`src/rtl/alu_issue_stage.sv`:
```
// alu_issue_stage: buffered issue/retire wrapper around a combinational ALU.
// Commands queue in a DEPTH-entry FIFO. The FIFO head drives the ALU, and the
// ALU result is captured into a registered output with a valid/ready handshake.
// Latency: an accepted command is presented on out_* two edges after acceptance.
// Backpressure: in_ready = (count < DEPTH), taken from registered state only.
//   The head is held while out_valid && !out_ready.
// Optional feature macro: ALU_DIVZERO_CHECK_EN (divide-by-zero error retire).
// Ports:
//   clk, rst                            clock, async active-high reset
//   in_valid/in_ready, in_a/in_b/in_op/in_setflags      command input
//   alu_a/alu_b/alu_ctrl -> ALU,  alu_result/alu_flags <- ALU
//   out_valid/out_ready, out_result/out_flags/out_err   retired result
//   nzcv                                architectural flags {N,Z,C,V}
//   count                               FIFO occupancy
module alu_issue_stage #(
  parameter int DEPTH = 2
) (
  input  logic                     clk,
  input  logic                     rst,
  input  logic                     in_valid,
  output logic                     in_ready,
  input  logic [31:0]              in_a,
  input  logic [31:0]              in_b,
  input  logic [3:0]               in_op,
  input  logic                     in_setflags,
  output logic [31:0]              alu_a,
  output logic [31:0]              alu_b,
  output logic [3:0]               alu_ctrl,
  input  logic [31:0]              alu_result,
  input  logic [3:0]               alu_flags,
  output logic                     out_valid,
  input  logic                     out_ready,
  output logic [31:0]              out_result,
  output logic [3:0]               out_flags,
  output logic                     out_err,
  output logic [3:0]               nzcv,
  output logic [$clog2(DEPTH):0]   count
);

  localparam int AW = $clog2(DEPTH);
  localparam int CW = AW + 1;

  // Command storage; contents are only observed when count != 0,
  // so the array needs no reset.
  logic [31:0]   mem_a  [DEPTH];
  logic [31:0]   mem_b  [DEPTH];
  logic [3:0]    mem_op [DEPTH];
  logic          mem_sf [DEPTH];

  logic [AW-1:0] wr_ptr;
  logic [AW-1:0] rd_ptr;

  logic          push;
  logic          pop;
  logic          empty;
  logic          err;
  logic [31:0]   head_a;
  logic [31:0]   head_b;
  logic [3:0]    head_op;
  logic          head_sf;

  assign empty    = (count == '0);
  assign in_ready = (count < CW'(DEPTH));
  assign push     = in_valid && in_ready;
  // Capture whenever the output register is free or being drained this cycle.
  assign pop      = !empty && (!out_valid || out_ready);

  assign head_a  = mem_a[rd_ptr];
  assign head_b  = mem_b[rd_ptr];
  assign head_op = mem_op[rd_ptr];
  assign head_sf = mem_sf[rd_ptr];

  assign alu_a    = empty ? 32'd0 : head_a;
  assign alu_b    = empty ? 32'd0 : head_b;
  assign alu_ctrl = empty ? 4'd0  : head_op;

`ifdef ALU_DIVZERO_CHECK_EN
  assign err = (head_op == 4'b0011) && (head_b == 32'd0);

  always_ff @(posedge clk or posedge rst) begin
    if (rst) begin
      out_err <= 1'b0;
    end else if (pop) begin
      out_err <= err;
    end
  end
`else
  assign err     = 1'b0;
  assign out_err = 1'b0;
`endif

  always_ff @(posedge clk) begin
    if (push) begin
      mem_a[wr_ptr]  <= in_a;
      mem_b[wr_ptr]  <= in_b;
      mem_op[wr_ptr] <= in_op;
      mem_sf[wr_ptr] <= in_setflags;
    end
  end

  // Pointers wrap naturally because DEPTH is a power of two.
  always_ff @(posedge clk or posedge rst) begin
    if (rst) begin
      wr_ptr <= '0;
      rd_ptr <= '0;
      count  <= '0;
    end else begin
      if (push) wr_ptr <= wr_ptr + AW'(1);
      if (pop)  rd_ptr <= rd_ptr + AW'(1);
      if (push && !pop)      count <= count + CW'(1);
      else if (!push && pop) count <= count - CW'(1);
    end
  end

  // Output register and architectural flags. A drain without refill only
  // clears out_valid; the result and flags keep their last values.
  always_ff @(posedge clk or posedge rst) begin
    if (rst) begin
      out_valid  <= 1'b0;
      out_result <= 32'd0;
      out_flags  <= 4'd0;
      nzcv       <= 4'd0;
    end else if (pop) begin
      out_valid  <= 1'b1;
      out_result <= err ? 32'hFFFF_FFFF : alu_result;
      out_flags  <= err ? 4'b1000 : alu_flags;
      if (head_sf && !err) nzcv <= alu_flags;
    end else if (out_valid && out_ready) begin
      out_valid <= 1'b0;
    end
  end

endmodule
```
`config.mk`:
```
export PLATFORM = sky130hd
export DESIGN_NAME = alu_issue_stage
export DESIGN_NICKNAME = d
export VERILOG_FILES = /design/src/rtl/alu_issue_stage.sv
export SDC_FILE = /design/constraint.sdc
export NUM_CORES = 1
export LEC_CHECK = 0
export ABC_CLOCK_PERIOD_IN_PS = 10650
export CAP_MARGIN = 15
export CORE_UTILIZATION = 40
export CTS_CLUSTER_DIAMETER = 60
export CTS_CLUSTER_SIZE = 8
export DETAILED_ROUTE_END_ITERATION = 8
export PLACE_DENSITY = 0.73
export SKIP_LAST_GASP = 1
export SLEW_MARGIN = 20
export SYNTH_ARGS = -nofsm -noshare
export SYNTH_HDL_FRONTEND = slang
export SYNTH_SLANG_ARGS = --single-unit
```
`constraint.sdc`:
```
create_clock -name clk -period 10.65 [get_ports clk]
set_input_delay 2.13 -clock clk [delete_from_list [all_inputs] [get_ports clk]]
set_output_delay 2.13 -clock clk [all_outputs]
set_load 0.02 [all_outputs]
```
==> flow_summary.json <==
{
  "num-fill-cells": 1269,
  "grt_max_degree": 70,
  "yosys_warnings": 0,
  "remaining_drc_errors": 0,
  "path_max_fanout": 37,
  "synth_compound_area_share_pct": 0,
  "antenna_cells": 0,
  "synth_adder_area_share_pct": 0.1811,
  "synth_top_family_by_area": "multiplexers",
  "synth_commonest_cells": "edfxtp_1, nor2_1, mux2i_1, dfrtp_1",
  "numCtsBuffers": 17,
  "die-area_um2": 17800,
  "ios": 222,
  "yosysSeqAreaShare_pct": 76.26,
  "nets": 732,
  "place_congestion": 0.7185,
  "grt_use_total_pct": 16.40,
  "crit_start": "count[0]$_DFFE_PP0P_",
  "dieWidth_um": 133.4,
  "syn_inst": 399,
  "met3_length_um": 843,
  "timing.max_cap.violations": 0,
  "rsz0062_at_grt": "false",
  "met2_length_um": 7122,
  "netlist_area_um2": 6910,
  "vias": 3988,
  "critPathBufInv": 2,
  "portBuffers": 220,
  "ys_ff_latch": 183,
  "status": "complete, no violations",
  "holdBufCountCts": 0,
  "antenna_left": 0,
  "synthMuxAreaShare_pct": 16.51,
  "synth.area.top_cells": "edfxtp_1, dfrtp_1, mux2i_1",
  "grt_antenna_before_repair": 0,
  "relSlewSlack_pct": 30.14,
  "reg2reg_from": "count[0]$_DFFE_PP0P_",
  "yosysTopAreaCell": "edfxtp_1",
  "clockBufferDepth": 2,
  "grt_pass1_vias": 4279,
  "synthArstFlopShare_pct": 24.59,
  "yosysUniqueCellTypes": 20,
  "cp_data_required_time_ns": 8.52,
  "finalPower_mw": 2.947,
  "cts.sinks": 183,
  "synth.most_common_cell": "edfxtp_1",
  "grt_overflow": 0,
  "grt_pass1_wl_um": 21850,
  "layout-drive-gt1-share_pct": 9.134,
  "min_period_ns": 4.889,
  "crit_path_top_delay_cell": "nor2_4",
  "initial_core_util_pct": 41.38,
  "final_util_pct": 59.18,
  "yosys.area_share.simple_pct": 4.563,
  "powerDensity_nw_per_um2": 298.2,
  "post-cts-setup-buffers": 0,
  "totalWireLength_um": 13970,
  "hold_ws_ns": 0.4901,
  "clock-root-buffer": "clkbuf_16",
  "hp-class": "flip-flop to flip-flop",
  "start_kind": "flip-flop",
  "syn2layout_area_growth_pct": 43.04,
  "r2r_slack_ns": 7.96,
  "h-tree-depth": 4,
  "cpLargestDelayFamily": "buffers and inverters",
  "die_height_um": 133.4,
  "first_pass_iters": 4,
  "routed_via_density": 4.664,
  "top_layer": "met4",
  "synth_area_per_cell_um2": 17.32,
  "crit_type": "flip-flop to output port",
  "min_from": "out_result[6]$_DFFE_PP0P_",
  "timing.final.ws_setup_ns": 5.761,
  "core_area_um2": 16700,
  "fmax_mhz": 204.5,
  "synth_edf_count": 138,
  "cp.arrival_ns": 2.76,
  "cts_tree": "yes",
  "post-route-period-util_pct": 45.90,
  "critical_path.cell_chain": "nor2_4 -> buf_4 -> nor2_1 -> clkdlybuf4s50_1",
  "wl_per_cell_um": 16.34,
  "clkTransAtPathRegs_ns": 0.06,
  "yosysTopAreaCellShare_pct": 59.97,
  "skew_ns": 0.009121,
  "setup_violations": 0,
  "drt_iter0_drc": 153,
  "post_synth_xor_area_fraction_pct": 0.6337,
  "pre_cts_ws_ns": 6.113,
  "synth_fp_nets": 509,
  "irDropWorstVdd_mv": 0.1704,
  "clock_latency_ns": 0.42,
  "hold_violations": 0,
  "synth_flop_cell": "edfxtp_1",
  "placement_rows": 47,
  "cp_slowest_stage_delay_ns": 0.70,
  "worst_pin_slew_ns": 1.045,
  "cellLeakagePower_nw": 3.714,
  "slew_viol_final": 0,
  "cts_resized": 0,
  "wl_met1_um": 5683,
  "endpoint_kind": "output port",
  "dp_hpwl_um": 9356,
  "setup-tns-final_ns": 0
}
## report_power, final
part	leakage, nW	switching, mW	internal (mW)	total (mW)
combinational	1.66	0.671	0.627	1.30
sequential	1.79	0.104	0.972	1.08
clock	0.262	0.254	0.320	0.574
total	3.71	1.03	1.92	2.95
## registers in the layout (all words and copies together) (netlist names)
signal      cells
out_valid       1
wr_ptr          1
mem_sf          2
count           2
out_result     32
mem_op          8
mem_a          64
rd_ptr          1
mem_b          64
nzcv            4
out_flags       4
## path summary, 6_finish.rpt
path / endpoint / cells past startpoint
max: alu_a[31] / 4
min in group asynchronous: out_result[14]$_DFFE_PP0P_ / 3
min: out_result[6]$_DFFE_PP0P_ / 1
max reg2reg: count[1]$_DFFE_PP0P_ / 8
max in group asynchronous: rd_ptr$_DFFE_PP0P_ / 3
min reg2reg: out_result[6]$_DFFE_PP0P_ / 1
## logic make-up (layout without fill, tap and decap cells)
| family | after synthesis | count (layout) |
|---|---|---|
| buffers and inverters | 23 | 259 |
| DFF | 183 | 183 |
| adders and majority gates | 1 | 1 |
| and+or+nand+nor | 77 | 77 |
| muxes | 109 | 109 |
| other | 1 | 1 |
| xor gates and xnor gates | 5 | 5 |
## final cells by class
| cell class | count | area, um2 | share of cell area [%] |
|---|---|---|---|
| Multi-Input combinational cell | 193 | 1534 | 15.52 |
| Inverter | 3 | 11.26 | 0.1139 |
| Sequential cell | 183 | 5274 | 53.35 |
| Tap cell | 220 | 275.3 | 2.785 |
| Clock buffer | 19 | 432.9 | 4.380 |
| Clock inverter | 13 | 105.1 | 1.063 |
| Timing Repair Buffer | 224 | 2252 | 22.78 |
## placed cells by master (no fill, tap or decap)
master             n
clkbuf_16         17
clkdlybuf4s50_1  220
mux2_1            20
nor2b_1            2
nor2b_4            1
xnor2_1            2
nand2b_1           1
buf_16             1
bufinv_16          1
clkinvlp_4         1
mux2_2            20
dfrtp_1           44
mux2i_1           69
edfxtp_1         138
nor3_2             1
ha_1               1
clkbuf_1           2
buf_4              3
clkinv_2           4
conb_1             1
clkinvlp_2         1
dfrtp_4            1
inv_6              2
clkinv_4           2
nor2_1            69
inv_1              3
nor2_4             2
clkinv_1           2
and2_4             1
xor2_1             3
## layer usage
metal,vias to the layer above,global-route usage (%)
met5,-,0
met4,0,7.891
met3,24,5.479
met2,135,28.07
met1,1934,18.40
li1,1895,-
## through the flow
| step | std cells | cell area (um2) |
|---|---|---|
| floorplan | 399 | 6910 |
| global route | 855 | 9884 |
| global placement | 822 | 9319 |
| finish | 855 | 9884 |
| CTS | 855 | 9884 |
| detailed placement | 823 | 9346 |
Power figures use the tool's default switching activity.
